==> src/rtl/act_interp_scheduler_if.sv <==
// Bus bundle between the activation interpolator scheduler and its environment:
// requester handshake, LUT read port, interpolator operands/result and response strobe.
interface act_interp_scheduler_if #(
    parameter int N_REQ     = 4,
    parameter int DATA_W    = 8,
    parameter int STEP_LOG2 = 4,
    parameter int ID_W      = $clog2(N_REQ)
);
    localparam int IDX_W = DATA_W - STEP_LOG2;

    logic [N_REQ-1:0]        req_valid;
    logic [N_REQ*DATA_W-1:0] req_z;
    logic [N_REQ-1:0]        req_ready;
    logic [IDX_W-1:0]        lut_addr;
    logic [DATA_W-1:0]       lut_data;
    logic [DATA_W-1:0]       itp_z;
    logic [DATA_W-1:0]       itp_base;
    logic [DATA_W-1:0]       itp_next;
    logic [DATA_W-1:0]       itp_int;
    logic [DATA_W-1:0]       itp_result;
    logic                    rsp_valid;
    logic [ID_W-1:0]         rsp_id;
    logic [DATA_W-1:0]       rsp_data;
    logic                    busy;

    modport slave (
        input  req_valid, req_z, lut_data, itp_result,
        output req_ready, lut_addr, itp_z, itp_base, itp_next, itp_int,
               rsp_valid, rsp_id, rsp_data, busy
    );

    modport master (
        output req_valid, req_z, lut_data, itp_result,
        input  req_ready, lut_addr, itp_z, itp_base, itp_next, itp_int,
               rsp_valid, rsp_id, rsp_data, busy
    );
endinterface

==> src/rtl/act_interp_scheduler.sv <==
// Round-robin scheduler sharing one combinational activation interpolator between N_REQ
// requesters: fetches the two bracketing LUT samples and returns a result tagged with the id.
module act_interp_scheduler #(
    parameter int N_REQ     = 4,
    parameter int DATA_W    = 8,
    parameter int STEP_LOG2 = 4,
    parameter int ID_W      = $clog2(N_REQ)
) (
    input  logic                  clk,
    input  logic                  rst,
    act_interp_scheduler_if.slave bus
);
    localparam int IDX_W = DATA_W - STEP_LOG2;

    typedef enum logic [2:0] {
        IDLE    = 3'd0,
        FETCH_B = 3'd1,
        FETCH_N = 3'd2,
        CAPT_N  = 3'd3,
        CALC    = 3'd4
    } state_t;

    state_t             state_r;
    state_t             state_nxt_s;
    logic [ID_W-1:0]    ptr_r;
    logic [ID_W-1:0]    id_r;
    logic [IDX_W-1:0]   lut_addr_r;
    logic [DATA_W-1:0]  itp_z_r;
    logic [DATA_W-1:0]  itp_int_r;
    logic [DATA_W-1:0]  base_r;
    logic [DATA_W-1:0]  next_r;
    logic               rsp_valid_r;
    logic [ID_W-1:0]    rsp_id_r;
    logic [DATA_W-1:0]  rsp_data_r;
    logic               busy_r;

    logic               grant_found_s;
    logic [ID_W-1:0]    grant_id_s;
    logic [N_REQ-1:0]   req_ready_s;
    logic               accept_s;
    logic [DATA_W-1:0]  sel_z_s;

    // Requester index k positions after p, wrapping at N_REQ.
    function automatic logic [ID_W-1:0] rr_step(input logic [ID_W-1:0] p, input int k);
        int s;
        s = (int'(p) + k) % N_REQ;
        return ID_W'(s);
    endfunction

    // Round-robin search starting just after the last winner.
    always_comb begin
        grant_found_s = 1'b0;
        grant_id_s    = {ID_W{1'b0}};
        for (int k = 1; k <= N_REQ; k++) begin
            grant_id_s    = (!grant_found_s && bus.req_valid[rr_step(ptr_r, k)])
                            ? rr_step(ptr_r, k) : grant_id_s;
            grant_found_s = grant_found_s | bus.req_valid[rr_step(ptr_r, k)];
        end
    end

    // Grant strobe is combinational so a requester is accepted in the same IDLE cycle.
    always_comb begin
        req_ready_s = {N_REQ{1'b0}};
        if ((state_r == IDLE) && grant_found_s && !rst) begin
            req_ready_s = {{(N_REQ-1){1'b0}}, 1'b1} << grant_id_s;
        end else begin
            req_ready_s = {N_REQ{1'b0}};
        end
    end

    assign accept_s = |req_ready_s;
    assign sel_z_s  = bus.req_z[grant_id_s*DATA_W +: DATA_W];

    // Next-state logic for the fixed five-cycle service sequence.
    always_comb begin
        state_nxt_s = state_r;
        case (state_r)
            IDLE:    state_nxt_s = accept_s ? FETCH_B : IDLE;
            FETCH_B: state_nxt_s = FETCH_N;
            FETCH_N: state_nxt_s = CAPT_N;
            CAPT_N:  state_nxt_s = CALC;
            CALC:    state_nxt_s = IDLE;
            default: state_nxt_s = IDLE;
        endcase
    end

    // State register.
    always_ff @(posedge clk) begin
        if (rst) begin
            state_r <= IDLE;
        end else begin
            state_r <= state_nxt_s;
        end
    end

    // Datapath: latch the request, walk the LUT, capture the interpolated result.
    always_ff @(posedge clk) begin
        if (rst) begin
            ptr_r       <= ID_W'(N_REQ - 1);
            id_r        <= {ID_W{1'b0}};
            lut_addr_r  <= {IDX_W{1'b0}};
            itp_z_r     <= {DATA_W{1'b0}};
            itp_int_r   <= {DATA_W{1'b0}};
            base_r      <= {DATA_W{1'b0}};
            next_r      <= {DATA_W{1'b0}};
            rsp_valid_r <= 1'b0;
            rsp_id_r    <= {ID_W{1'b0}};
            rsp_data_r  <= {DATA_W{1'b0}};
            busy_r      <= 1'b0;
        end else begin
            rsp_valid_r <= 1'b0;
            busy_r      <= (state_nxt_s != IDLE);
            case (state_r)
                IDLE: begin
                    if (accept_s) begin
                        ptr_r      <= grant_id_s;
                        id_r       <= grant_id_s;
                        itp_z_r    <= sel_z_s;
                        itp_int_r  <= {sel_z_s[DATA_W-1:STEP_LOG2], {STEP_LOG2{1'b0}}};
                        lut_addr_r <= sel_z_s[DATA_W-1:STEP_LOG2];
                    end else begin
                        ptr_r      <= ptr_r;
                    end
                end
                FETCH_B: begin
                    // Top segment has no upper neighbour: reuse the last sample.
                    lut_addr_r <= (lut_addr_r == {IDX_W{1'b1}})
                                  ? lut_addr_r
                                  : lut_addr_r + {{(IDX_W-1){1'b0}}, 1'b1};
                end
                FETCH_N: base_r <= bus.lut_data;
                CAPT_N:  next_r <= bus.lut_data;
                CALC: begin
                    rsp_valid_r <= 1'b1;
                    rsp_id_r    <= id_r;
                    rsp_data_r  <= bus.itp_result;
                end
                default: rsp_valid_r <= 1'b0;
            endcase
        end
    end

    assign bus.req_ready = req_ready_s;
    assign bus.lut_addr  = lut_addr_r;
    assign bus.itp_z     = itp_z_r;
    assign bus.itp_base  = base_r;
    assign bus.itp_next  = next_r;
    assign bus.itp_int   = itp_int_r;
    assign bus.rsp_valid = rsp_valid_r;
    assign bus.rsp_id    = rsp_id_r;
    assign bus.rsp_data  = rsp_data_r;
    assign bus.busy      = busy_r;
endmodule

==> src/flat_wrapper.sv <==
// flat-port wrapper written by rule: the top's interface ports become plain ports
module act_interp_scheduler_flat 
#(
    parameter int N_REQ     = 4,
    parameter int DATA_W    = 8,
    parameter int STEP_LOG2 = 4,
    parameter int ID_W      = $clog2(N_REQ)
)
  (clk, rst, bus_req_valid, bus_req_z, bus_lut_data, bus_itp_result, bus_req_ready, bus_lut_addr, bus_itp_z, bus_itp_base, bus_itp_next, bus_itp_int, bus_rsp_valid, bus_rsp_id, bus_rsp_data, bus_busy);
  act_interp_scheduler_if #(.N_REQ(N_REQ), .DATA_W(DATA_W), .STEP_LOG2(STEP_LOG2), .ID_W(ID_W)) bus_i ();
  input  logic clk;
  input  logic rst;
  input wire logic [$bits(bus_i.req_valid)-1:0] bus_req_valid;
  input wire logic [$bits(bus_i.req_z)-1:0] bus_req_z;
  input wire logic [$bits(bus_i.lut_data)-1:0] bus_lut_data;
  input wire logic [$bits(bus_i.itp_result)-1:0] bus_itp_result;
  output wire logic [$bits(bus_i.req_ready)-1:0] bus_req_ready;
  output wire logic [$bits(bus_i.lut_addr)-1:0] bus_lut_addr;
  output wire logic [$bits(bus_i.itp_z)-1:0] bus_itp_z;
  output wire logic [$bits(bus_i.itp_base)-1:0] bus_itp_base;
  output wire logic [$bits(bus_i.itp_next)-1:0] bus_itp_next;
  output wire logic [$bits(bus_i.itp_int)-1:0] bus_itp_int;
  output wire logic [$bits(bus_i.rsp_valid)-1:0] bus_rsp_valid;
  output wire logic [$bits(bus_i.rsp_id)-1:0] bus_rsp_id;
  output wire logic [$bits(bus_i.rsp_data)-1:0] bus_rsp_data;
  output wire logic [$bits(bus_i.busy)-1:0] bus_busy;
  assign bus_i.req_valid = bus_req_valid;
  assign bus_i.req_z = bus_req_z;
  assign bus_i.lut_data = bus_lut_data;
  assign bus_i.itp_result = bus_itp_result;
  assign bus_req_ready = bus_i.req_ready;
  assign bus_lut_addr = bus_i.lut_addr;
  assign bus_itp_z = bus_i.itp_z;
  assign bus_itp_base = bus_i.itp_base;
  assign bus_itp_next = bus_i.itp_next;
  assign bus_itp_int = bus_i.itp_int;
  assign bus_rsp_valid = bus_i.rsp_valid;
  assign bus_rsp_id = bus_i.rsp_id;
  assign bus_rsp_data = bus_i.rsp_data;
  assign bus_busy = bus_i.busy;
  act_interp_scheduler #(.N_REQ(N_REQ), .DATA_W(DATA_W), .STEP_LOG2(STEP_LOG2), .ID_W(ID_W)) u_core (.clk(clk), .rst(rst), .bus(bus_i));
endmodule
==> config.mk <==
export PLATFORM = sky130hd
export DESIGN_NAME = act_interp_scheduler_flat
export DESIGN_NICKNAME = d
export VERILOG_FILES = /design/src/rtl/act_interp_scheduler_if.sv /design/src/rtl/act_interp_scheduler.sv /design/src/flat_wrapper.sv
export SDC_FILE = /design/constraint.sdc
export NUM_CORES = 1
export LEC_CHECK = 0
export BUFFER_PORTS_ARGS = -buffer_cell sky130_fd_sc_hd__buf_2
export CAP_MARGIN = 20
export CELL_PAD_IN_SITES_DETAIL_PLACEMENT = 1
export CELL_PAD_IN_SITES_GLOBAL_PLACEMENT = 2
export CORE_UTILIZATION = 26
export CTS_BUF_LIST = sky130_fd_sc_hd__clkbuf_8
export DETAILED_ROUTE_END_ITERATION = 7
export PLACE_DENSITY_LB_ADDON = 0.1
export SLEW_MARGIN = 20
export SYNTH_ARGS = -nofsm -noshare
export SYNTH_HDL_FRONTEND = slang
export SYNTH_SLANG_ARGS = --single-unit
==> constraint.sdc <==
create_clock -name clk -period 1.95 [get_ports clk]
set_input_delay 0.39 -clock clk [delete_from_list [all_inputs] [get_ports clk]]
set_output_delay 0.39 -clock clk [all_outputs]
set_load 0.005 [all_outputs]
# [Word-level counts from Yosys, hierarchy flattened]
# Index checks and enable logic that the tools add are counted.
[word_totals] reg_bits=51 elab_cells=67 output_inout_bits=52 in_bits=54
[classes] reduce_logical=15 n_bitwise=3 n_mux=19 order_cmp=4 eq_ne=7 n_addsub=5 n_shift=2
[op_table] operator="indexed part select 32 x 6 -> 8 bit" n=1
[op_table] operator="< comparator 2 x 3 -> 1 bit (second input constant)" n=4
[op_table] operator="2-to-1 mux 4 bit" n=3
[op_table] operator="one-hot mux 3 bit (4 select lines)" n=1
[op_table] operator="binary-select mux 1 bit (select 2 bit)" n=4
[op_table] operator="2-to-1 mux 2 bit" n=4
[op_table] operator="one-hot mux 4 bit (2 select lines)" n=1
[op_table] operator="equality test 3 x 2 -> 1 bit (second input constant)" n=2
[op_table] operator="2-to-1 mux 1 bit" n=6
[op_table] operator="logical AND 1 bit" n=5
[op_table] operator="adder 2 x 1 -> 2 bit (second input constant)" n=2
[op_table] operator="adder 2 bit (second input constant)" n=2
[op_table] operator="adder 4 x 1 -> 4 bit (second input constant)" n=1
[op_table] operator="equality test 4 bit (second input constant)" n=1
[op_table] operator="logical NOT 1 bit" n=4
[op_table] operator="OR reduction 4 bit" n=1
[op_table] operator="left shift 1 x 2 -> 4 bit (first input constant)" n=1
[op_table] operator="equality test 3 x 1 -> 1 bit (second input constant)" n=1
[op_table] operator="equality test 3 bit (second input constant)" n=1
[op_table] operator="logical NOT 3 bit" n=1
[op_table] operator="bitwise OR 1 bit" n=3
[op_table] operator="AND reduction 3 bit" n=1
[op_table] operator="nonzero test 3 bit" n=1
[op_table] operator="inequality test 2 x 1 -> 1 bit (second input constant)" n=1
[op_table] operator="3 further kinds" n=3

# [Depth between registers and ports, before layout]
# Gate-level depths: netlist (run 1).
[depth] depth_word=14 depth_mapped=7 depth_no_buf=6

# [Worst setup path before layout (run 1)]
# Ideal clock, no wire load.
[synth_path] path_type="input to register" from="in bus_req_valid[1]" to="reg u_core.lut_addr_r[3] (netlist: u_core.bus.lut_addr[3])" arrival_ps=1708 n_path_buf=1 path_stages=6 setup_ps=100 path_slack_ps=143 t_required_ps=1850 path_cell_list="or3b_1 -> o221a_2 -> buf_12 -> mux2i_1 -> mux2_4 -> a2111oi_4"
[synth_between] elab_chain_len=12 elab_cells_between_ends=31 classes_between="1 x eq/ne; 2 x shift; 15 x mux; 3 x bitwise; 10 x reduce/logical"
[synth_lines] item="start, declared" line_no="flat_wrapper.sv:13" text="input wire logic [$bits(bus_i.req_valid)-1:0] bus_req_valid;"
[synth_lines] item="parallel branches: the longest is 12 deep, another holds indexed part select 32 x 6 -> 8 bit"
[synth_lines] item="end signal, assigned" line_no="act_interp_scheduler.sv:101" text="lut_addr_r <= {IDX_W{1'b0}};"
[synth_lines] item="end signal, assigned" line_no="act_interp_scheduler.sv:120" text="lut_addr_r <= sel_z_s[DATA_W-1:STEP_LOG2];"
[synth_lines] item="end signal, assigned" line_no="act_interp_scheduler.sv:127" text="lut_addr_r <= (lut_addr_r == {IDX_W{1'b1}})"
[synth_lines] item="end, declared" line_no="act_interp_scheduler.sv:27" text="logic [IDX_W-1:0] lut_addr_r;"
# Parallel ways; which one is timed is not known. The select of a mux whose other input is x is not followed.
# A chain may end at the register's enable or synchronous reset.

# [Final worst setup path (run 1)]
[layout_path] from="reg u_core.ptr_r[0]" to="out bus_req_ready[1]"
[layout_between] elab_chain_len=10 elab_cells_between_ends=29 classes_between="4 x add/sub; 1 x shift; 13 x mux; 3 x bitwise; 8 x reduce/logical"
[layout_lines] item="start, declared" line_no="act_interp_scheduler.sv:25" text="logic [ID_W-1:0] ptr_r;"
[layout_lines] item="start signal, assigned" line_no="act_interp_scheduler.sv:99" text="ptr_r <= ID_W'(N_REQ - 1);"
[layout_lines] item="start signal, assigned" line_no="act_interp_scheduler.sv:116" text="ptr_r <= grant_id_s;"
[layout_lines] item="start signal, assigned" line_no="act_interp_scheduler.sv:122" text="ptr_r <= ptr_r;"
[layout_lines] item="adder 2 x 1 -> 2 bit / adder 2 bit (equally long branches)" line_no="act_interp_scheduler.sv:46" text="s = (int'(p) + k) % N_REQ;"
[layout_lines] item="binary-select mux 1 bit (select 2 bit)" line_no="act_interp_scheduler.sv:55, act_interp_scheduler.sv:57"
[layout_lines] item="2-to-1 mux 1 bit (implied by the code)" line_no="act_interp_scheduler.sv:55, act_interp_scheduler.sv:57"
[layout_lines] item="logical NOT 1 bit / bitwise OR 1 bit (equally long branches)" line_no="act_interp_scheduler.sv:55, act_interp_scheduler.sv:57"
[layout_lines] item="logical AND 1 bit, or another cell as far along" line_no="act_interp_scheduler.sv:55" text="grant_id_s = (!grant_found_s && bus.req_valid[rr_step(ptr_r, k)])"
[layout_lines] item="2-to-1 mux 2 bit, or another cell as far along" line_no="act_interp_scheduler.sv:56" text="? rr_step(ptr_r, k) : grant_id_s;"
[layout_lines] item="2-to-1 mux 2 bit / logical AND 1 bit (equally long branches)" line_no="act_interp_scheduler.sv:56, act_interp_scheduler.sv:55"
[layout_lines] item="2-to-1 mux 2 bit" line_no="act_interp_scheduler.sv:56"
[layout_lines] item="left shift 1 x 2 -> 4 bit" line_no="act_interp_scheduler.sv:65" text="req_ready_s = {{(N_REQ-1){1'b0}}, 1'b1} << grant_id_s;"
[layout_lines] item="2-to-1 mux 4 bit (*)" line_no="act_interp_scheduler.sv:64" text="if ((state_r == IDLE) && grant_found_s && !rst) begin"
[layout_lines] item="end, declared" line_no="flat_wrapper.sv:17" text="output wire logic [$bits(bus_i.req_ready)-1:0] bus_req_ready;"
# Every way passes the cells marked *; elsewhere a longest branch is shown, timed or not. The select of a mux whose other input is x is not followed.

==> out/metrics.sh, run 1 <==
TIMING.CRITICAL_PATH.FANOUT_MAX=7
NNETSFINAL=402
DRIVE_ABOVE_1_SHARE=0.401
SYNTH.AREA.TOP_CELLS='sky130_fd_sc_hd__dfxtp_1 (43%), sky130_fd_sc_hd__mux2i_1 (15%), sky130_fd_sc_hd__nor2_1 (5.3%), sky130_fd_sc_hd__nand2_1 (4.9%), sky130_fd_sc_hd__nand3b_1 (3.4%)'
CORE_AREA_UM2=8220
FP.DIEH_UM=94.1
TIMING.CRITICAL_PATH.REQUIRED_NS=1.56
DRV_CAP=0
PART_OF_THE_YOSYS_AREA_USED_FOR_SEQUENTIAL_ELEMENTS=0.427
GRT-OVFL-TOTAL=0
VIAS_PER_CELL=4.52
HP-CLASS='primary input to flop'
WORST-ENDPOINT-ARRIVAL_NS=1.51
ANTENNA-DIODE-COUNT=0
FLOORPLAN.DIE_AREA_UM2=8850
IO_PINS=106
SYNTH_SEQ_CELLS=47
WORST_CLOCK_SKEW_NS=0.00868
SETUP_VIOL=0
CTS.CLK_SLEW.WORST_PATHS_NS=0.09
FINALWORSTPATHREQUIREDPERIOD_NS=1.90
CP.BUFFERS_INVERTERS=2
CTS_H_TREE_DEPTH=2
SLEW-LIMIT-HEADROOM=0.596
OUTCOME='finished, final reports clean'
SYNTH.DISTINCT_CELLS=38
TRITONCTS='done'
HPWLAFTERDP_UM=4270
NUMBER_OF_NETS_WITH_ANTENNA_VIOLATIONS_AFTER_ROUTING=0
FINAL_REPORT_MAX_SLEW_VIOLATION_COUNT=0
SYNTHESIS.AREA_UM2=2200
FINAL_HOLD_VIOL_COUNT=0
SYNTH_TOP_AREA_CELL='sky130_fd_sc_hd__dfxtp_1'
FMAXACHIEVABLE_GHz=0.527
CTSHOLDBUFFERS=0
CTS_BUFFER_DEPTH=2
WORST_SETUP_EP_TYPE='output pin'
VIAS=2041
FINALCRITPERIODSHARE=0.973
CLOCK_SINKS=47
MIN_PATH_CELLS=3
MAX_SLEW.WORST_PIN.SLEW_NS=0.604
FINAL_CORE_UTIL=0.359
VDD_DROP_MAX_V=0.000386
TIMING.RR.START='u_core.ptr_r[0]'
TOP_REG_CELL_SYNTH='sky130_fd_sc_hd__dfxtp_1'
DPL_WORST_SLACK_NS=0.0190
ANTENNA_VIOLATIONS_BEFORE_REPAIR=0
HOLD_START='bus_itp_result[2]'
SETUP.WORST_PATH.START_CLASS='flop'
ROUTE.DETAILED.DRC=0
ROUTABILITYCONGESTION=0.744
VIA_COUNT_OF_THE_FIRST_GLOBAL_ROUTING_PASS=1959
START_UTIL=0.268
CLK_ROOT_BUFFER_CELL='sky130_fd_sc_hd__clkbuf_8'
LAYOUT-AREA-OVERHEAD-VS-SYNTH_PCT=33.9
CP_CELL_SEQUENCE='and2b_1 -> o21ai_1 -> o211ai_1 -> buf_4 -> nor3b_2 -> buf_2'
CRITICAL_PATH_CLASS='flop to output pin'
GRT_SETUP_UNREPAIRED='true'
GATE_FAMILY_RESPONSIBLE_FOR_THE_MOST_DELAY_ALONG_THE_WORST_PATH='flip-flops'
FINAL_STANDARD_CELL_AREA_WITHOUT_FILLERS_UM2=2950
GRT_MAX_DEGREE=48
DRT_FIRST_PASS_ITERS=3
POST_DRT_WL_PER_CELL_UM=12.9
SYNTH_COMMONEST_CELLS='sky130_fd_sc_hd__dfxtp_1 (47), sky130_fd_sc_hd__mux2i_1 (32), sky130_fd_sc_hd__nor2_1 (31)'
SYNTH_AREA_PER_CELL_UM2=9.00
PLACEMENT.CELL_AREA_UM2=2790
NUMCTSBUFFERS=5
ROW_COUNT=33
P_LEAK_nW=1.43
CRITICAL-PATH-SLOWEST-CELL='sky130_fd_sc_hd__dfxtp_2'
YOSYS.CELL_COUNT.TOP_TYPE='sky130_fd_sc_hd__dfxtp_1'
PWR_DENSITY_CELL_nW_PER_UM2=874
DIE-WIDTH_UM=94.1
CLK-INSERTION-DELAY-LATE_NS=0.29
YOSYS_WARNINGS=0
FINALWORSTSETUPSLACK_NS=0.0518
WIRE_LENGTH_OF_THE_FIRST_GLOBAL_ROUTING_PASS_UM=9200
FF2FF_PATH_DEPTH=7
SYNTH_TOP_AREA_SHARE=0.427
SYN-INSTANCE-COUNT=245
ASYNCSETRESETFLOPFRACSYNTH=0
PLACE.PORT_BUFFERS=101
GLOBALROUTETOTALUTIL=0.132
RR_ENDPOINT='u_core.bus.lut_addr[3]'
MAX_STAGE_DELAY_NS=0.36
ROUTE.FINAL.WIRE_LENGTH_UM=5830
SYNTH_EDF_COUNT=0
TERMINATING_PIN_OF_THE_WORST_HOLD_PATH='u_core.bus.rsp_data[2]'
FF2FF_SETUP_SLACK_NS=0.14
DR.FIRST_ITER.DRC_COUNT=49
==> layout by cell type, fill, tap and decap left out, types with 2 or more instances in the layout <==
| cell type | n |
|---|---|
| sky130_fd_sc_hd__nor2b_1 | 2 |
| sky130_fd_sc_hd__buf_2 | 101 |
| sky130_fd_sc_hd__nor2_1 | 29 |
| sky130_fd_sc_hd__clkbuf_8 | 5 |
| sky130_fd_sc_hd__mux2_2 | 6 |
| sky130_fd_sc_hd__nand3b_1 | 10 |
| sky130_fd_sc_hd__nand3_1 | 4 |
| sky130_fd_sc_hd__nor2_2 | 2 |
| sky130_fd_sc_hd__and3_1 | 5 |
| sky130_fd_sc_hd__mux2i_1 | 32 |
| sky130_fd_sc_hd__dfxtp_1 | 45 |
| sky130_fd_sc_hd__a22oi_1 | 2 |
| sky130_fd_sc_hd__nand2_1 | 29 |
| sky130_fd_sc_hd__conb_1 | 4 |
| sky130_fd_sc_hd__o21ai_1 | 2 |
| sky130_fd_sc_hd__buf_4 | 15 |
| sky130_fd_sc_hd__dfxtp_2 | 2 |
| sky130_fd_sc_hd__nor3b_2 | 2 |
| sky130_fd_sc_hd__o21ai_0 | 14 |
| sky130_fd_sc_hd__a21oi_1 | 14 |
| sky130_fd_sc_hd__o22ai_1 | 2 |
| sky130_fd_sc_hd__nor3_1 | 2 |
==> registers in the layout, summed over array words and instances (netlist names) <==
name	cells
u_core.bus.busy	1
u_core.bus.itp_base	8
u_core.bus.itp_next	8
u_core.bus.itp_z	8
u_core.bus.lut_addr	4
u_core.bus.rsp_data	8
u_core.bus.rsp_id	2
u_core.bus.rsp_valid	1
u_core.id_r	2
u_core.ptr_r	2
u_core.state_r	3
==> area by class of cell <==
type / instances / area (um2)
Fill cell: 1016 / 5260
Clock inverter: 2 / 37.5
Inverter: 1 / 3.75
Tap cell: 105 / 131
Timing Repair Buffer: 116 / 618
Multi-Input combinational cell: 176 / 1150
Clock buffer: 5 / 68.8
Sequential cell: 47 / 943
==> worst register-to-register path, delay by kind of cell, from the launching register on <==
family          cells  cell delay, ns
flops               1            0.36
mux                 1            0.31
buf+inv             2            0.31
compound gates      3            0.54
simple gates        1            0.20
==> repair_timing <==
action	in CTS	in global routing
cloned	0	0
setup buffers	2	2
setup endpoints to repair	4	4
pin swaps	0	2
resized for setup	2	6
==> stage by stage <==
stage | total power [W] | hold slack [ns] | setup TNS [ns] | cells
after CTS | 0.00262 | 0.308 | -0.0323 | 450
final | 0.00258 | 0.323 | 0 | 452
after global placement | 0.00188 | 0.440 | 0 | 441
after detailed placement | 0.00188 | 0.449 | 0 | 441
after global routing | 0.00277 | 0.328 | -0.113 | 452
after floorplan | 0.00163 | 0.432 | 0 | 248
==> routing by layer <==
metal | routed length [um] | vias up | track usage
met1 | 2680 | 931 | 0.163
li1 | - | 1033 | -
met5 | 0 | - | 0
met2 | 2650 | 75 | 0.225
met3 | 466 | 2 | 0.0372
met4 | 30 | 0 | 0.0346
==> report_power, final <==
part	switching (W)	leakage [nW]	total, W	internal, W
Sequential	0.0000875	0.383	0.00116	0.00107
Combinational	0.000349	0.992	0.000726	0.000377
Clock	0.000326	0.0502	0.000701	0.000375
Total	0.000762	1.43	0.00258	0.00182
==> worst max path at each step <==
stage | start | endpoint | cells past startpoint | slack (ns)
detailed placement | bus_req_valid[1] | u_core.bus.lut_addr[2] | 7 | 0.02
floorplan | bus_req_valid[1] | u_core.bus.lut_addr[3] | 6 | 0.14
finish | u_core.ptr_r[0] | bus_req_ready[1] | 6 | 0.05
global route | u_core.ptr_r[0] | bus_req_ready[1] | 6 | -0.04
global placement | bus_req_valid[1] | u_core.bus.itp_z[6] | 7 | 0.05
CTS | u_core.ptr_r[1] | bus_req_ready[1] | 4 | -0.02
==> cell families after synthesis <==
group,Yosys count,share of synthesized area
AND/OR/NAND/NOR,89,0.189
XOR/XNOR,1,0.00397
AO/OA/AOI/OAI,41,0.115
multiplexers,40,0.188
flip-flops,47,0.427
buffers and inverters,25,0.0698
other,1,0.00170
adder cells (fa/ha/maj),1,0.00567
(Power assumes the default switching activity.)
==> run 2, diff against run 1 <==
==> constraint.sdc (replaced) <==
create_clock -name clk -period 1.78 [get_ports clk]
set_input_delay 0.356 -clock clk [delete_from_list [all_inputs] [get_ports clk]]
set_output_delay 0.356 -clock clk [all_outputs]
set_load 0.005 [all_outputs]
==> run 2 against run 1 <==
Net effect:
- the flow now finishes with violations (negative setup slack)
- combinational power up 25%
- first-iteration DRC count up 10%
- total power up 9.7%
- critical path type unchanged
- largest cell class unchanged
- highest routed layer unchanged
==> out/metrics.sh, run 2 (synthesis gave the netlist of run 1 again) <==
MOST-COMMON-LAYOUT-CELLS='sky130_fd_sc_hd__buf_2 (100), sky130_fd_sc_hd__dfxtp_1 (45), sky130_fd_sc_hd__mux2i_1 (32), sky130_fd_sc_hd__nor2_1 (30), sky130_fd_sc_hd__nand2_1 (28)'
SLEW-LIMIT-HEADROOM=0.662
CORE_AREA_UM2=8220
WORST-ENDPOINT-ARRIVAL_NS=1.58
TIMING.CRITICAL_PATH.FANOUT_MAX=6
VIAS=2097
FINALSETUPTNS_NS=-0.788
VIA_COUNT_OF_THE_FIRST_GLOBAL_ROUTING_PASS=2019
FINALHOLDWORSTSLACK_NS=0.271
SWITCHINGPOWER_W=0.000897
FINALCRITPERIODSHARE=1.09
DIE-WIDTH_UM=94.1
CTS_H_TREE_DEPTH=2
FLOORPLAN.DIE_AREA_UM2=8850
GRT_SETUP_UNREPAIRED='true'
ROW_COUNT=33
FAILING_CHECKS='negative setup slack'
WIRE_LENGTH_OF_THE_FIRST_GLOBAL_ROUTING_PASS_UM=9470
NNETSFINAL=412
POST_DRT_WL_PER_CELL_UM=13.1
DRV_CAP=0
GRT_MAX_DEGREE=48
FINALWORSTPATHREQUIREDPERIOD_NS=1.93
MULTI_INPUT_LOGIC_AREA_UM2=1190
IO_PINS=106
PWR_DENSITY_CELL_nW_PER_UM2=917
ANTENNA-DIODE-COUNT=0
MAX_SLEW.WORST_PIN.SLEW_NS=0.506
SETUP.WORST_PATH.START_CLASS='flop'
CTS.CLK_SLEW.WORST_PATHS_NS=0.10
ROUTABILITYCONGESTION=0.714
SHARE_CLK_OF_TOTAL_POWER=0.234
FINALWORSTSETUPSLACK_NS=-0.154
LAYOUT.CELLS.MOST_COMMON='sky130_fd_sc_hd__buf_2'
HPWLAFTERDP_UM=4330
CLK_ROOT_BUFFER_CELL='sky130_fd_sc_hd__clkbuf_8'
VIAS_PER_CELL=4.53
SWITCHING_SHARE=0.317
START_UTIL=0.268
NUMCTSBUFFERS=5
OUTCOME='finished with violations'
GATE_FAMILY_RESPONSIBLE_FOR_THE_MOST_DELAY_ALONG_THE_WORST_PATH='simple AND/OR/NAND/NOR gates'
TRITONCTS='done'
VDD_DROP_MAX_V=0.000346
FINAL_REPORT_MAX_SLEW_VIOLATION_COUNT=0
SEQ_AREA_UM2=943
FP.DIEH_UM=94.1
POWER_FRAC_SEQ=0.446
DRIVE_ABOVE_1_SHARE=0.439
FINAL_CORE_UTIL=0.376
ROUTE.DETAILED.DRC=0
MAX_STAGE_DELAY_NS=0.38
CRITICAL-PATH-SLOWEST-CELL='sky130_fd_sc_hd__or3b_1'
POWER_FRAC_COMB=0.321
FINAL_HOLD_VIOL_COUNT=0
DR.FIRST_ITER.DRC_COUNT=54
NUMBER_OF_NETS_WITH_ANTENNA_VIOLATIONS_AFTER_ROUTING=0
FILLERINSTANCES=1001
CTS_BUFFER_DEPTH=2
CLK-INSERTION-DELAY-LATE_NS=0.31
CLOCK_SINKS=47
P_LEAK_nW=1.50
CP_CELL_SEQUENCE='or3b_1 -> o221a_4 -> buf_12 -> nor3b_4 -> buf_2'
PLACE.PORT_BUFFERS=101
WORST_SETUP_EP_TYPE='output pin'
LAYOUT-AREA-OVERHEAD-VS-SYNTH_PCT=40.2
GRT-OVFL-TOTAL=0
TIMING.CRITICAL_PATH.REQUIRED_NS=1.42
FMAXACHIEVABLE_GHz=0.517
WORST_CLOCK_SKEW_NS=0.0107
CRITICAL_PATH_CLASS='flop to output pin'
ROUTE.FINAL.WIRE_LENGTH_UM=6070
CP.BUFFERS_INVERTERS=2
INTERNAL_POWER_W=0.00194
SETUP_VIOL=11
GLOBALROUTETOTALUTIL=0.137
ANTENNA_VIOLATIONS_BEFORE_REPAIR=0
HP-CLASS='primary input to flop'
DRT_FIRST_PASS_ITERS=3
==> run 2: changes by cell type in the layout (fill, tap and decap cells not counted), moves of 2 or more <==
cell | before | now
sky130_fd_sc_hd__buf_4 | 15 | 19
sky130_fd_sc_hd__buf_6 | 0 | 6
sky130_fd_sc_hd__clkinv_4 | 0 | 2
sky130_fd_sc_hd__o21ai_0 | 14 | 9
sky130_fd_sc_hd__o21ai_1 | 2 | 4
sky130_fd_sc_hd__o21ai_2 | 0 | 3
==> run 2: routing by layer <==
| metal | GRT usage | wire (um) | vias up |
|---|---|---|---|
| li1 | - | - | 1057 |
| met1 | 0.165 | 2760 | 956 |
| met2 | 0.229 | 2770 | 78 |
| met3 | 0.0396 | 460 | 6 |
| met4 | 0.0500 | 73 | 0 |
| met5 | 0 | 0 | - |
==> run 2: worst paths after layout <==
kind | from | endpoint | slack, ns | cells past startpoint
setup reg to reg | u_core.ptr_r[0] | u_core.bus.lut_addr[3] | -0.10 | 8
hold reg to reg | u_core.bus.rsp_data[4] | u_core.bus.rsp_data[4] | 0.46 | 2
hold / removal | bus_itp_result[1] | u_core.bus.rsp_data[1] | 0.27 | 3
setup / recovery | u_core.ptr_r[1] | bus_req_ready[1] | -0.15 | 5
==> run 2: what timing repair did <==
action                                  4_1_cts  5_1_grt
setup buffers                                 6        2
pin swaps                                     4        5
resized for setup                            10       19
hold buffers                                  0        0
endpoints found under the setup margin        6       14
==> run 2: tightest hold or removal path: stages <==
cell and delay (ns):
sky130_fd_sc_hd__buf_2 0.09, sky130_fd_sc_hd__nand2_1 0.05, sky130_fd_sc_hd__a21oi_1 0.05
==> run 2: power groups by stage <==
stage | clock (W) | sequential (W) | combinational, W
6_report | 0.000662 | 0.00126 | 0.000909
5_1_grt | 0.000734 | 0.00129 | 0.00101
4_1_cts | 0.000702 | 0.00126 | 0.000864
3_5_place_dp | 0 | 0.00129 | 0.000797
3_3_place_gp | 0 | 0.00129 | 0.000789
2_1_floorplan | 0 | 0.00128 | 0.000510
==> run 2: layout make-up <==
class	count	share of cell area
clock buffers	5	0.0223
clock inverters	3	0.00688
inverters	1	0.00121
multi-input cells	176	0.385
flip-flops and latches	47	0.305
well taps	105	0.0425
repair buffers	126	0.236
==> run 2: metrics by stage <==
step	instance area [um2]	power (W)	cells	setup slack (ns)
finish	3090	0.00283	463	-0.154
global route	3090	0.00303	463	-0.239
global placement	2840	0.00208	447	-0.0843
CTS	3020	0.00283	461	-0.175
detailed placement	2840	0.00208	447	-0.136
floorplan	2220	0.00179	248	0.00654
==> run 3, diff against run 2 <==
--- a/config.mk
+++ b/config.mk
@@ -5,11 +5,12 @@
 export SDC_FILE = /design/constraint.sdc
 export NUM_CORES = 1
 export LEC_CHECK = 0
+export ABC_AREA = 1
 export BUFFER_PORTS_ARGS = -buffer_cell sky130_fd_sc_hd__buf_2
 export CAP_MARGIN = 20
 export CELL_PAD_IN_SITES_DETAIL_PLACEMENT = 1
 export CELL_PAD_IN_SITES_GLOBAL_PLACEMENT = 2
-export CORE_UTILIZATION = 26
+export CORE_UTILIZATION = 25
 export CTS_BUF_LIST = sky130_fd_sc_hd__clkbuf_8
 export DETAILED_ROUTE_END_ITERATION = 7
 export PLACE_DENSITY_LB_ADDON = 0.1
==> run 3 against run 2 <==
Net effect:
- the flow finishes with violations (design-rule violations, negative setup slack)
- combinational power grew to 2.9 times the previous value
- register-to-register slack lost 0.06 ns
- largest cell class unchanged
- via count grew 31%
- non-clock buffer count grew 22
- die area grew 17%
- cell count grew 37%
- sequential power grew 6%
- synthesized cell count grew 49%
- global-route usage grew 2.2 points
- fmax shrank 8.6%
==> out/metrics.sh, run 3 <==
LAYOUT.CELLS.MOST_COMMON='sky130_fd_sc_hd__buf_2'
DRV_CAP=0
FINALNONFILLERCELLS=635
WORST_SETUP_EP_TYPE='output pin'
NUMBER_OF_NETS_WITH_ANTENNA_VIOLATIONS_AFTER_ROUTING=0
WORSTSETUPPATHDEPTH=9
SYNTH_COMMONEST_CELLS='sky130_fd_sc_hd__nand2_1 (63), sky130_fd_sc_hd__nor2_1 (61), sky130_fd_sc_hd__dfxtp_1 (47)'
CTS_H_TREE_DEPTH=2
FINAL_STANDARD_CELL_AREA_WITHOUT_FILLERS_UM2=3870
FINAL_CORE_UTIL=0.398
HPWLAFTERDP_UM=6090
FF2FF_PATH_DEPTH=16
GRT_SETUP_UNREPAIRED='true'
CORE_AREA_UM2=9730
FILLERINSTANCES=1294
TOP_REG_CELL_SYNTH='sky130_fd_sc_hd__dfxtp_1'
CLK_ROOT_BUFFER_CELL='sky130_fd_sc_hd__clkbuf_8'
YOSYS_WARNINGS=0
ROW_COUNT=36
SYNTH_TOP_FAMILY_BY_AREA='simple AND/OR/NAND/NOR gates'
VDD_DROP_MAX_V=0.000400
CP.BUFFERS_INVERTERS=2
FMAXACHIEVABLE_GHz=0.473
GR-USAGE-MET2=0.277
P_LEAK_nW=2.02
CTSHOLDBUFFERS=0
PLACE.PORT_BUFFERS=101
MOST-COMMON-LAYOUT-CELLS='sky130_fd_sc_hd__buf_2 (101), sky130_fd_sc_hd__nor2_1 (57), sky130_fd_sc_hd__nand2_1 (47), sky130_fd_sc_hd__dfxtp_1 (45), sky130_fd_sc_hd__inv_1 (36)'
CRITICAL_PATH_CLASS='flop to output pin'
ANTENNA_VIOLATIONS_BEFORE_REPAIR=0
SYNTH.AREA.TOP_CELLS='sky130_fd_sc_hd__dfxtp_1 (38%), sky130_fd_sc_hd__nand2_1 (9.5%), sky130_fd_sc_hd__nor2_1 (9.2%), sky130_fd_sc_hd__nand3_1 (7.4%), sky130_fd_sc_hd__inv_1 (5.7%)'
SETUP_VIOL=16
PWR_DENSITY_CELL_nW_PER_UM2=1240
FAILING_CHECKS='design-rule violations, negative setup slack'
ROUTE.FINAL.WIRE_LENGTH_UM=8060
FINAL_HOLD_VIOL_COUNT=0
VIAS=2741
PART_OF_THE_YOSYS_AREA_USED_FOR_SEQUENTIAL_ELEMENTS=0.378
CTS_BUFFER_DEPTH=2
START_UTIL=0.256
CLK-INSERTION-DELAY-LATE_NS=0.31
DPL_WORST_SLACK_NS=-0.194
WORST_CLOCK_SKEW_NS=0.0176
MIN_PATH_CELLS=3
VIA_COUNT_OF_THE_FIRST_GLOBAL_ROUTING_PASS=2665
POST_SYNTH_FA_HA_MAJ_AREA_FRACTION=0.00503
GRT_MAX_DEGREE=21
SYNTHESIS.AREA_UM2=2490
CTS.CLK_SLEW.WORST_PATHS_NS=0.10
TRITONCTS='done'
MAX_STAGE_DELAY_NS=0.40
LAYOUT-AREA-OVERHEAD-VS-SYNTH_PCT=55.6
MET1_USAGE=0.203
NNETSFINAL=556
DRT_FIRST_PASS_ITERS=6
SYNTH_AREA_PER_CELL_UM2=6.80
SYNTH-COMPOUND-AREA-SHARE=0.118
GATE_FAMILY_RESPONSIBLE_FOR_THE_MOST_DELAY_ALONG_THE_WORST_PATH='simple AND/OR/NAND/NOR gates'
FINAL_REPORT_MAX_SLEW_VIOLATION_COUNT=0
SYNTH.DISTINCT_CELLS=28
SYNTHXORXNORAREAFRAC=0.00704
HP-CLASS='primary input to flop'
CP_CELL_SEQUENCE='buf_6 -> nand2_2 -> nand2_4 -> nand2_4 -> a21boi_4 -> nand2_2 -> nor2_4 -> nor2_2 -> buf_2'
SYNTH_EDF_COUNT=0
ANTENNA-DIODE-COUNT=0
DR.FIRST_ITER.DRC_COUNT=40
ASYNCSETRESETFLOPFRACSYNTH=0
GR-MAX-USAGE-LAYER='met2'
SYN-INSTANCE-COUNT=366
SYNTH_TOP_AREA_CELL='sky130_fd_sc_hd__dfxtp_1'
FP.DIEH_UM=102
GRT-OVFL-TOTAL=0
TIMING.CRITICAL_PATH.REQUIRED_NS=1.42
SYNTH_TOP_AREA_SHARE=0.378
ROUTABILITYCONGESTION=0.745
FINALWORSTPATHREQUIREDPERIOD_NS=2.12
YOSYS.CELL_COUNT.TOP_TYPE='sky130_fd_sc_hd__nand2_1'
NUMCTSBUFFERS=5
SYNTH_SIMPLE_GATE_AREA_SHARE=0.369
FLOORPLAN.DIE_AREA_UM2=10400
DIE-WIDTH_UM=102
FINALCRITPERIODSHARE=1.19
GLOBALROUTETOTALUTIL=0.159
GRTUSAGEMET3=0.0331
VIAS_PER_CELL=4.32
WIRE_LENGTH_OF_THE_FIRST_GLOBAL_ROUTING_PASS_UM=12800
CLOCK_SINKS=47
SYNTH.AREA.MUX_SHARE=0
DRIVE_ABOVE_1_SHARE=0.470
OUTCOME='finished with violations'
DP.CELLS=613
FINALWORSTSETUPSLACK_NS=-0.336
SETUP.WORST_PATH.START_CLASS='flop'
WORST-ENDPOINT-ARRIVAL_NS=1.76
IO_PINS=106
PLACEMENT.CELL_AREA_UM2=3320
CRITICAL-PATH-SLOWEST-CELL='sky130_fd_sc_hd__dfxtp_4'
SYNTH_SEQ_CELLS=47
ROUTE.DETAILED.DRC=1
TIMING.CRITICAL_PATH.FANOUT_MAX=7
POST_DRT_WL_PER_CELL_UM=12.7
==> run 3: changes by cell type after synthesis, sizes merged, moves of 8 or more <==
cell / change
o21ai: +12
inv: +40
nor2: +34
nand2: +51
nand3: +36
mux2: -8
mux2i: -32
==> run 3: logic make-up (layout without fill, tap and decap cells) <==
logic type      Yosys count  after routing
flops                    47             47
other cells               1              4
xor+xnor                  2              2
compound gates           54             54
fa+ha+maj                 1              1
buf+inv                  64            197
simple gates            197            197
==> run 3: worst register-to-register path: stages, from the launching register on <==
cell	delay [ns]
sky130_fd_sc_hd__dfxtp_4	0.44
sky130_fd_sc_hd__inv_8	0.07
sky130_fd_sc_hd__nand2_2	0.07
sky130_fd_sc_hd__nand3_2	0.08
sky130_fd_sc_hd__nand2_4	0.11
sky130_fd_sc_hd__nand2_2	0.08
sky130_fd_sc_hd__nor2_4	0.14
sky130_fd_sc_hd__nand2_4	0.11
sky130_fd_sc_hd__buf_4	0.15
sky130_fd_sc_hd__buf_4	0.13
sky130_fd_sc_hd__buf_4	0.12
sky130_fd_sc_hd__nand3_2	0.06
sky130_fd_sc_hd__nand3_2	0.08
sky130_fd_sc_hd__nand2_2	0.07
sky130_fd_sc_hd__nand2_1	0.05
sky130_fd_sc_hd__nand2_1	0.05
sky130_fd_sc_hd__inv_1	0.03
==> run 3: area by class of cell <==
cell class              count  area (um2)  share of cell area
clock buffers               5        68.8              0.0178
clock inverters             3        46.3              0.0119
inverters                  41         166              0.0429
multi-input cells         258        1560               0.403
flip-flops and latches     47         948               0.245
well taps                 133         166              0.0429
repair buffers            148         916               0.236
==> run 3: per-layer routing <==
layer  share of wire  wire (um)  vias to the layer above
li1                -          -                     1421
met1            0.47       3760                     1266
met2            0.49       3960                       52
met3           0.039        313                        2
met4          0.0037         30                        0
met5               0          0                        -
==> run 3: final timing paths <==
| kind | start | to | slack [ns] |
|---|---|---|---|
| min reg2reg | u_core.bus.itp_base[4] | u_core.bus.itp_base[4] | 0.45 |
| max | u_core.ptr_r[0] | bus_req_ready[2] | -0.34 |
| max reg2reg | u_core.ptr_r[0] | u_core.bus.itp_z[6] | -0.16 |
| min | bus_itp_result[2] | u_core.bus.rsp_data[2] | 0.28 |
==> run 3: report_power, final <==
part	internal, W	switching (W)
Clock	0.000424	0.000398
Sequential	0.00121	0.000119
Combinational	0.00124	0.00144
==> run 3: stage by stage <==
stage | hold slack (ns) | setup TNS (ns) | power (W)
after detailed placement | 0.434 | -2.31 | 0.00336
after CTS | 0.274 | -2.19 | 0.00457
after floorplan | 0.440 | 0 | 0.00259
final | 0.282 | -2.70 | 0.00482
after global placement | 0.431 | -1.72 | 0.00334
after global routing | 0.280 | -4.69 | 0.00519
==> run 3: timing repair <==
item | CTS | global route
buffers inserted | 11 | 5
gates cloned | 0 | 0
endpoints found under the setup margin | 18 | 19
gates resized for setup | 40 | 44
pin swaps | 19 | 22
